### src/rtl/npu_pkg.sv
// Shared types and constants for the NPU layer sequencer.
package npu_pkg;

  typedef enum logic [3:0] {
    IDLE,
    CLR,
    LOAD1,
    CONV1,
    LOAD2,
    CONV2,
    FC,
    DONE,
    ERR
  } seq_state_e;

  localparam int unsigned CONV1_PIX = 182;
  localparam int unsigned CONV2_PIX = 132;

  function automatic logic is_busy(input seq_state_e s);
    return !(s inside {IDLE, DONE, ERR});
  endfunction

endpackage

### src/rtl/npu_watchdog.sv
// Idle-progress watchdog: counts enabled cycles without a kick and flags the last one.
module npu_watchdog #(
  parameter int unsigned TIMEOUT = 4096
) (
  input  logic clk,
  input  logic rst,
  input  logic kick,
  input  logic en,
  output logic expired
);

  localparam int unsigned W = (TIMEOUT > 2) ? $clog2(TIMEOUT) : 1;
  localparam logic [W-1:0] LAST = W'(TIMEOUT - 1);

  logic [W-1:0] cnt_q;

  always_ff @(posedge clk) begin
    if (rst || kick) begin
      cnt_q <= '0;
    end else if (en && (cnt_q != LAST)) begin
      cnt_q <= cnt_q + 1'b1;
    end
  end

  assign expired = en && (cnt_q == LAST);

endmodule

### src/rtl/npu_layer_seq.sv
// Autonomous conv1/conv2/fcn layer sequencer with host buffer-load handshake
// and an idle-progress watchdog.
module npu_layer_seq
  import npu_pkg::*;
#(
  parameter int unsigned CHAN      = 10,
  parameter int unsigned CONV1_PIX = npu_pkg::CONV1_PIX,
  parameter int unsigned CONV2_PIX = npu_pkg::CONV2_PIX,
  parameter int unsigned TIMEOUT   = 4096,
  localparam int unsigned CW       = (CHAN > 1) ? $clog2(CHAN) : 1
) (
  input  logic                 clk,
  input  logic                 rst,
  input  logic                 start,
  input  logic                 abort,
  output logic                 load_req,
  output logic                 load_sel,
  input  logic                 load_ack,
  output logic                 conv_trigger,
  output logic                 conv_clear,
  output logic                 conv_layer,
  output logic                 psum_clear,
  input  logic                 pixel_valid,
  output logic                 fcn_start,
  input  logic                 fcn_done,
  input  logic signed [23:0]   fcn_logit,
  output logic [CW-1:0]        chan_idx,
  output logic                 busy,
  output logic                 done,
  output logic                 err,
  output logic signed [23:0]   result
);

  localparam logic [7:0]    C1_LAST = 8'(CONV1_PIX - 1);
  localparam logic [7:0]    C2_LAST = 8'(CONV2_PIX - 1);
  localparam logic [CW-1:0] CH_LAST = CW'(CHAN - 1);

  seq_state_e         state_q, state_d;
  logic [7:0]         pix_q, pix_d;
  logic [CW-1:0]      chan_q, chan_d;
  logic signed [23:0] result_q, result_d;
  logic done_q, done_d, err_q, err_d, busy_q, busy_d;
  logic load_req_q, load_req_d, load_sel_q, load_sel_d;
  logic trig_q, trig_d, cclr_q, cclr_d, layer_q, layer_d;
  logic pclr_q, pclr_d, fcn_q, fcn_d;

  logic progress, wd_kick, wd_en, wd_expired;

  assign progress = pixel_valid | load_ack | fcn_done;
  assign wd_kick  = progress | abort | (state_d != state_q);
  assign wd_en    = is_busy(state_q);

  npu_watchdog #(.TIMEOUT(TIMEOUT)) u_wd (
    .clk     (clk),
    .rst     (rst),
    .kick    (wd_kick),
    .en      (wd_en),
    .expired (wd_expired)
  );

  always_comb begin
    state_d  = state_q;
    pix_d    = pix_q;
    chan_d   = chan_q;
    result_d = result_q;
    done_d   = done_q;
    err_d    = err_q;
    trig_d   = 1'b0;
    cclr_d   = 1'b0;
    pclr_d   = 1'b0;
    fcn_d    = 1'b0;

    // Any progress event in the expiry cycle also clears the watchdog, so it wins.
    if (abort) begin
      state_d  = IDLE;
      pix_d    = '0;
      chan_d   = '0;
      result_d = '0;
      done_d   = 1'b0;
      err_d    = 1'b0;
    end else if (wd_expired && !progress) begin
      state_d = ERR;
      err_d   = 1'b1;
    end else begin
      unique case (state_q)
        IDLE, DONE, ERR: begin
          if (start) begin
            state_d  = CLR;
            pclr_d   = 1'b1;
            cclr_d   = 1'b1;
            chan_d   = '0;
            result_d = '0;
            done_d   = 1'b0;
            err_d    = 1'b0;
          end
        end
        CLR: state_d = LOAD1;
        LOAD1: begin
          if (load_ack) begin
            state_d = CONV1;
            trig_d  = 1'b1;
            pix_d   = '0;
          end
        end
        CONV1: begin
          if (pixel_valid) begin
            if (pix_q == C1_LAST) begin
              state_d = LOAD2;
              cclr_d  = 1'b1;
            end else if (pix_q != 8'hFF) begin
              pix_d = pix_q + 8'd1;
            end
          end
        end
        LOAD2: begin
          if (load_ack) begin
            state_d = CONV2;
            trig_d  = 1'b1;
            pix_d   = '0;
          end
        end
        CONV2: begin
          if (pixel_valid) begin
            if (pix_q == C2_LAST) begin
              cclr_d = 1'b1;
              if (chan_q == CH_LAST) begin
                state_d = FC;
                fcn_d   = 1'b1;
              end else begin
                state_d = LOAD1;
                chan_d  = chan_q + 1'b1;
              end
            end else if (pix_q != 8'hFF) begin
              pix_d = pix_q + 8'd1;
            end
          end
        end
        FC: begin
          if (fcn_done) begin
            state_d  = DONE;
            result_d = fcn_logit;
            done_d   = 1'b1;
          end
        end
        default: state_d = IDLE;
      endcase
    end

    load_req_d = (state_d == LOAD1) || (state_d == LOAD2);
    load_sel_d = (state_d == LOAD2);
    layer_d    = (state_d == LOAD2) || (state_d == CONV2);
    busy_d     = is_busy(state_d);
  end

  always_ff @(posedge clk) begin
    if (rst) begin
      state_q    <= IDLE;
      pix_q      <= '0;
      chan_q     <= '0;
      result_q   <= '0;
      done_q     <= 1'b0;
      err_q      <= 1'b0;
      busy_q     <= 1'b0;
      load_req_q <= 1'b0;
      load_sel_q <= 1'b0;
      trig_q     <= 1'b0;
      cclr_q     <= 1'b0;
      layer_q    <= 1'b0;
      pclr_q     <= 1'b0;
      fcn_q      <= 1'b0;
    end else begin
      state_q    <= state_d;
      pix_q      <= pix_d;
      chan_q     <= chan_d;
      result_q   <= result_d;
      done_q     <= done_d;
      err_q      <= err_d;
      busy_q     <= busy_d;
      load_req_q <= load_req_d;
      load_sel_q <= load_sel_d;
      trig_q     <= trig_d;
      cclr_q     <= cclr_d;
      layer_q    <= layer_d;
      pclr_q     <= pclr_d;
      fcn_q      <= fcn_d;
    end
  end

  assign load_req     = load_req_q;
  assign load_sel     = load_sel_q;
  assign conv_trigger = trig_q;
  assign conv_clear   = cclr_q;
  assign conv_layer   = layer_q;
  assign psum_clear   = pclr_q;
  assign fcn_start    = fcn_q;
  assign chan_idx     = chan_q;
  assign busy         = busy_q;
  assign done         = done_q;
  assign err          = err_q;
  assign result       = result_q;

endmodule

### config.mk
export PLATFORM = sky130hd
export DESIGN_NAME = npu_layer_seq
export DESIGN_NICKNAME = d
export VERILOG_FILES = /design/src/rtl/npu_pkg.sv /design/src/rtl/npu_watchdog.sv /design/src/rtl/npu_layer_seq.sv
export SDC_FILE = /design/constraint.sdc
export NUM_CORES = 1
export LEC_CHECK = 0
export CORE_ASPECT_RATIO = 1.5
export CORE_MARGIN = 2
export CORE_UTILIZATION = 45
export CTS_BUF_LIST = sky130_fd_sc_hd__clkbuf_4 sky130_fd_sc_hd__clkbuf_8
export CTS_CLUSTER_DIAMETER = 30
export DETAILED_ROUTE_END_ITERATION = 10
export PLACE_DENSITY = 0.78
export SYNTH_ARGS = -nofsm -noshare
export SYNTH_HDL_FRONTEND = slang
export SYNTH_SLANG_ARGS = --single-unit
export TNS_END_PERCENT = 5
### constraint.sdc
create_clock -name clk -period 2.1 [get_ports clk]
set_clock_uncertainty 0.15 [all_clocks]
set_input_delay 0.42 -clock clk [delete_from_list [all_inputs] [get_ports clk]]
set_output_delay 0.42 -clock clk [all_outputs]
set_load 0.005 [all_outputs]
==> summary.md, run 1 <==
| Metric | Value |
|---|---|
| Die width | `71.8 µm` |
| Fin crit share | `112%` |
| Via count | `3398` |
| Pin count of the biggest net entering global routing | `33` |
| Critical path's top delay family | `simple AND/OR/NAND/NOR gates` |
| Synth area leaders | `dfxtp_1 (40%), xor2_1 (5.9%), nand3_1 (5.8%)` |
| Crit end category | `flop` |
| Synth Register Bits | `62` |
| Place WS | `-0.823 ns` |
| Failing checks | `setup timing` |
| Avg Cell Area, Syn | `8.88 µm²` |
| Slowest stage cell on the critical path | `dfxtp_2` |
| H-tree depth | `3` |
| Layout net count | `536` |
| CP startpoint kind | `flop` |
| Synth area leader | `dfxtp_1` |
| Syn Inst Count | `349` |
| Placed Area | `0.00444 mm²` |
| First-pass GRT wire length | `17.1 mm` |
| Asr flop ratio synth | `0%` |
| Leak | `0.00187 µW` |
| Worst r2r src | `state_q[1]` |
| Yosys top cell area share | `40.0%` |
| Outcome | `complete, but fails checks` |
| Cell variety after synth | `63` |
| CTS Sinks | `62` |
| Rows | `37` |
| Number of diodes | `0` |
| Fin. max-slew vios | `0` |
| Critical Path RT | `2.19 ns` |
| Worst-case reg-to-reg path depth | `9` |
| PD cells | `529 mW/mm²` |
| Worst-margin pin slew | `0.456 ns` |
| R2r endpoint | `u_wd.cnt_q[1]` |
| Syn_nets | `385` |
| EDFF count, synth | `0` |
| DRC Markers | `0` |
| Setup WS post-layout | `-0.242 ns` |
| Worst hold path endpoint | `result[14]` |
| Grt total ovfl | `0` |
| Critical Path Max Stage Delay | `0.36 ns` |
| Gr usage total | `29.2%` |
| DRT Pass-1 Iters | `5` |
| Drt via density | `5.83` |
| Chip Height | `106 µm` |
| FF-to-FF setup slack | `-0.24 ns` |
| Max-cap violations | `0` |
| IO Count | `69` |
| Clk Latency, worst-skew pair | `0.35 ns` |
| Final Cell Area | `0.00506 mm²` |
| Crit path DAT | `2.43 ns` |
| Initial Utilization | `45.9%` |
| F_max | `427 MHz` |
| Hold Vio Cnt, Final | `0` |
| Minimum clock period after layout | `2.34 ns` |
| Worst VDD drop | `484 µV` |
| Final GP Congestion | `1.01` |
| Seq/Total Area, Yosys | `40.0%` |
| Hold crit path type | `reg2reg` |
| HP Start | `result[14]` |
| Yosys warnings | `0` |
| Final ANT Viol Nets | `0` |
| Design Power | `2680 µW` |
| Cells along the critical path | `buf_4 > and4b_1 > or2_4 > o31ai_4 > buf_6 > nor2_4 > xnor2_4 > buf_12 > nor4_1` |
| Clock Tree Root | `clkbuf_8` |
| Layout cells sized above 1 | `33.5%` |
| Critical-path maximum fanout | `9` |
| Unrepaired setup endpoints after global routing | `yes` |
| TritonCTS buffer count | `9` |
| Post-DP HPWL | `7.08 mm` |
| Vias in the first global route | `3567` |
| TritonCTS clock tree | `built` |
| Setup_tns | `-2.62 ns` |
| Worst-path clk slew | `0.08 ns` |
| Top_reg_cell synth | `dfxtp_1` |
| Slew HR | `69.6%` |
| Die area | `0.00758 mm²` |
| Worst Path Buf+Inv | `3` |
| First DRT Iteration DRCs | `256` |
| Final setup viols | `18` |
| Core outline area | `0.00676 mm²` |
| IO Port Bufs | `68` |
| Post-Syn Area | `0.00310 mm²` |
| Hold path cells | `2` |
| Initial antenna violation count | `0` |
| Crit Path Class | `reg2reg` |
| Area delta synth->final | `63.3%` |
| Average wire per standard cell | `18.8 µm` |
| Clock buffer depth | `2` |
| Total Wirelength | `11.0 mm` |
==> sequential cells by signal, summed over array words and instances (netlist names) <==
| signal | count |
|---|---|
| result | 24 |
| u_wd.cnt_q | 12 |
| pix_q | 8 |
| chan_idx | 4 |
| state_q | 4 |
| busy | 1 |
| conv_clear | 1 |
| conv_layer | 1 |
| conv_trigger | 1 |
| done | 1 |
| err | 1 |
| fcn_start | 1 |
| load_req | 1 |
| load_sel | 1 |
| psum_clear | 1 |
==> cells by family (layout without fill, tap and decap cells) <==
group | Yosys count | count (layout) | share of synthesized area [%]
DFF | 62 | 62 | 40.0
adders and majority gates | 5 | 5 | 2.02
buffers and inverters | 27 | 182 | 5.69
and+or+nand+nor | 174 | 174 | 33.5
AOI/OAI and AO/OA | 55 | 56 | 11.1
xor gates and xnor gates | 24 | 24 | 7.02
muxes | 2 | 2 | 0.646
==> power breakdown <==
group / internal (µW) / total (µW) / switching (µW)
registers: 1180 / 1180 / 3.54
clock network: 686 / 1220 / 531
logic: 143 / 278 / 135
total: 2010 / 2680 / 669
==> how the worst max path moves through the flow <==
stage / start / to / slack [ns] / cells after the start
floorplan: state_q[3] / u_wd.cnt_q[10] / -0.004 / 9
global placement: pixel_valid / u_wd.cnt_q[0] / -0.68 / 7
detailed placement: pixel_valid / u_wd.cnt_q[0] / -0.82 / 8
CTS: pix_q[1] / u_wd.cnt_q[7] / -0.14 / 8
global route: state_q[0] / u_wd.cnt_q[1] / -0.35 / 9
finish: state_q[1] / u_wd.cnt_q[1] / -0.24 / 9
==> repair_timing <==
action,CTS,global route
cloned,2,0
setup buffers,8,0
setup endpoints to repair,23,27
pin swaps,8,5
hold buffers,0,0
gates resized for setup,43,15
==> per-layer routing <==
layer / global-route usage (%) / wire length (µm) / vias to the layer above
li1: - / - / 1558
met1: 27.9 / 3660 / 1607
met2: 53.2 / 6030 / 165
met3: 6.31 / 514 / 68
met4: 20.8 / 764 / 0
met5: 0 / 0 / -
==> synthesized netlist by cell type (7+ instances only) <==
cell	number
dfxtp_1	62
nand2_1	39
nand3_1	36
a21oi_1	31
nor2_1	23
xor2_1	21
clkbuf_1	12
nand4_1	11
nor3_1	10
nor4_2	10
and3_1	7
==> per-stage QoR <==
stage          utilization, %  hold WS, ns  std cells
3_5_place_dp             65.6        0.310        557
3_3_place_gp             65.6        0.303        557
5_1_grt                  74.9        0.341        583
6_report                 74.9        0.319        583
4_1_cts                  73.9        0.321        583
2_1_floorplan               -        0.314        349
==> area by class of cell <==
| cell class | count | area [µm²] |
|---|---|---|
| clock buffer | 9 | 124 |
| clock inverter | 7 | 105 |
| fill | 431 | 1700 |
| inverter | 6 | 22.5 |
| multi-input combinational | 261 | 1990 |
| sequential | 62 | 1250 |
| tap | 78 | 97.6 |
| timing repair buffer | 160 | 1470 |
==> worst reg2reg max path, delay by kind of cell, from the launching register on <==
| family | cells | cell delay [ns] |
|---|---|---|
| simple gates | 4 | 0.84 |
| compound gates | 1 | 0.28 |
| flops | 1 | 0.36 |
| buf+inv | 3 | 0.44 |
| xor+xnor | 1 | 0.17 |
==> cell usage in the layout, fill, tap and decap left out, types with 3 or more instances in the layout <==
| cell type | netlist | routed |
|---|---|---|
| a21oi_1 | 31 | 31 |
| and3_1 | 7 | 7 |
| and4_1 | 4 | 4 |
| and4bb_2 | 3 | 3 |
| buf_12 | 0 | 5 |
| buf_4 | 1 | 81 |
| buf_6 | 5 | 5 |
| clkbuf_8 | 0 | 9 |
| clkdlybuf4s50_1 | 0 | 65 |
| dfxtp_1 | 62 | 56 |
| dfxtp_2 | 0 | 4 |
| dlygate4sd2_1 | 0 | 3 |
| ha_1 | 5 | 4 |
| inv_1 | 6 | 6 |
| nand2_1 | 39 | 38 |
| nand3_1 | 36 | 35 |
| nand4_1 | 11 | 11 |
| nand4bb_1 | 3 | 3 |
| nor2_1 | 23 | 23 |
| nor3_1 | 10 | 5 |
| nor3_2 | 1 | 5 |
| nor4_1 | 4 | 3 |
| nor4_2 | 10 | 4 |
| nor4_4 | 0 | 7 |
| o21ai_0 | 6 | 3 |
| or3_4 | 1 | 3 |
| xor2_1 | 21 | 20 |
(Power assumes the default switching activity.)
==> inputs of run 2 (changes only) <==
- CORE_ASPECT_RATIO: 1.5 -> 0.9
- CTS_BUF_LIST: sky130_fd_sc_hd__clkbuf_4 sky130_fd_sc_hd__clkbuf_8 -> unset
==> run 2 against run 1 <==
The run still ends with setup timing left. Register-to-register slack better by 0.06 ns. Utilization shrank 3.5 points. Die area fell by 0.17%. First-iteration DRC count down 41%. Clock power fell by 7%. Hold slack lost 0.0036 ns. Sequential power about the same. Sequential share of layout area is 1.6 points higher. Via count down 10%. Global-route usage decreased by 5.3 points. Critical path type unchanged. Critical endpoint is now u_wd.cnt_q[7]. Largest power group is now registers.
==> summary.md, run 2 (synthesis results as in run 1) <==
| Metric | Value |
|---|---|
| Place WS | `-0.692 ns` |
| Failing checks | `setup timing` |
| Most frequent cells in the layout | `clkdlybuf4s50_1 (68), buf_4 (63), dfxtp_1 (57), nand2_1 (38), nand3_1 (36)` |
| Worst-margin pin slew | `0.373 ns` |
| Pin count of the biggest net entering global routing | `33` |
| Final Cell Area | `0.00472 mm²` |
| Worst-case reg-to-reg path depth | `8` |
| IO Port Bufs | `68` |
| Total Wirelength | `8.98 mm` |
| Vias in the first global route | `3066` |
| Switching share of total power | `22.6%` |
| Initial Utilization | `46.8%` |
| P_sw | `580 µW` |
| Fin util | `71.4%` |
| Worst Path Buf+Inv | `1` |
| Die width | `91.5 µm` |
| PD cells | `542 mW/mm²` |
| Worst hold path endpoint | `result[23]` |
| Worst-path clk slew | `0.07 ns` |
| Clk Latency, worst-skew pair | `0.33 ns` |
| Number of diodes | `0` |
| Unrepaired setup endpoints after global routing | `yes` |
| Setup_tns | `-1.96 ns` |
| R2r endpoint | `u_wd.cnt_q[7]` |
| Setup WS post-layout | `-0.187 ns` |
| Final setup viols | `14` |
| CP startpoint kind | `flop` |
| Drt via density | `5.34` |
| Area delta synth->final | `52.4%` |
| Slowest stage cell on the critical path | `or4b_4` |
| Crit path DAT | `2.38 ns` |
| Leak | `0.00170 µW` |
| FILL cells | `484` |
| Critical path's top delay family | `simple AND/OR/NAND/NOR gates` |
| Via count | `3057` |
| Cells along the critical path | `ha_4 > or4b_4 > a22oi_2 > o2111a_2 > or3_4 > nand4_4 > clkbuf_16 > nor4_4` |
| Slew HR | `75.0%` |
| Gr usage total | `23.9%` |
| First-pass GRT wire length | `14.4 mm` |
| Worst VDD drop | `617 µV` |
| Max-cap violations | `0` |
| Critical Path Max Stage Delay | `0.48 ns` |
| Core outline area | `0.00662 mm²` |
| CTS Sinks | `62` |
| Comb pwr share | `9.6%` |
| Internal power | `1980 µW` |
| Outcome | `complete, but fails checks` |
| Clock buffer depth | `2` |
| TritonCTS clock tree | `built` |
| Fin crit share | `109%` |
| Initial antenna violation count | `0` |
| Max reg flops | `24` |
| Commonest non-fill, non-tap cell in the layout | `clkdlybuf4s50_1` |
| Sequential share of power | `46.3%` |
| Post-DP HPWL | `6.22 mm` |
| Worst r2r src | `pix_q[0]` |
| Clk pwr share | `44.0%` |
| Grt total ovfl | `0` |
| Die area | `0.00757 mm²` |
| Critical-path maximum fanout | `5` |
| DRC Markers | `0` |
| Crit end category | `flop` |
| Rows | `28` |
| Average wire per standard cell | `15.7 µm` |
| HP Start | `result[23]` |
| FF-to-FF setup slack | `-0.19 ns` |
| DRT Pass-1 Iters | `4` |
| Chip Height | `82.7 µm` |
| TritonCTS buffer count | `9` |
| Layout net count | `513` |
| Final ANT Viol Nets | `0` |
| Clock Tree Root | `clkbuf_8` |
| F_max | `437 MHz` |
| H-tree depth | `3` |
| Final GP Congestion | `0.890` |
| Minimum clock period after layout | `2.29 ns` |
| Layout cells sized above 1 | `28.0%` |
| Hold Vio Cnt, Final | `0` |
| Critical Path RT | `2.19 ns` |
| Fin. max-slew vios | `0` |
| Hold path cells | `2` |
| First DRT Iteration DRCs | `151` |
| Placed Area | `0.00434 mm²` |
| Crit Path Class | `reg2reg` |
| Hold crit path type | `reg2reg` |
| IO Count | `69` |
## run 2: repair_timing
| action | 4_1_cts | 5_1_grt |
|---|---|---|
| endpoints found under the setup margin | 20 | 20 |
| buffers inserted | 2 | 1 |
| resized for setup | 15 | 13 |
| hold buffers | 0 | 0 |
| pin swaps | 3 | 9 |
| gates cloned | 1 | 0 |
## run 2: metrics by stage
step           hold WS [ns]  power (µW)  std cells
3_3_place_gp          0.303        1430        552
3_5_place_dp          0.310        1440        552
2_1_floorplan         0.314        1310        349
4_1_cts               0.319        2570        571
5_1_grt               0.344        2660        572
6_report              0.315        2560        572
## run 2: worst max path at each step
stage,from,endpoint,slack [ns],cells after the start
CTS,pix_q[1],u_wd.cnt_q[4],-0.14,8
global route,pix_q[0],u_wd.cnt_q[9],-0.26,8
detailed placement,pixel_valid,u_wd.cnt_q[0],-0.69,7
finish,pix_q[0],u_wd.cnt_q[7],-0.19,8
global placement,pixel_valid,u_wd.cnt_q[0],-0.61,7
floorplan,state_q[3],u_wd.cnt_q[10],-0.004,9
## run 2: routing by layer
metal  global-route usage (%)  part of all wire (%)  wire (µm)  vias to the layer above
li1                         -                     -          -                     1513
met1                     28.7                    44       3920                     1472
met2                     42.9                    52       4660                       61
met3                     4.81                   3.0        272                       11
met4                     8.64                   1.4        129                        0
met5                        0                     0          0                        -
## run 2: final cells by class
cell class / instances / area [µm²] / area share (%)
flip-flops and latches: 62 / 1250 / 26.4
well taps: 90 / 113 / 2.38
multi-input cells: 260 / 1830 / 38.7
clock buffers: 10 / 128 / 2.70
repair buffers: 138 / 1300 / 27.5
clock inverters: 6 / 86.3 / 1.83
inverters: 6 / 22.5 / 0.477
## run 2: power groups by stage
stage | clock, µW | sequential (µW) | combinational (µW)
after floorplan | 0 | 1210 | 96.5
final | 1130 | 1190 | 246
after global placement | 0 | 1210 | 222
after CTS | 1150 | 1190 | 239
after global routing | 1210 | 1190 | 265
after detailed placement | 0 | 1210 | 226
## run 2: worst min-delay path, delay by kind of cell (launching register included)
kind / cells / cell delay [ns]
flip-flops: 1 / 0.31
AND/OR/NAND/NOR: 1 / 0.06
AO/OA/AOI/OAI: 1 / 0.05
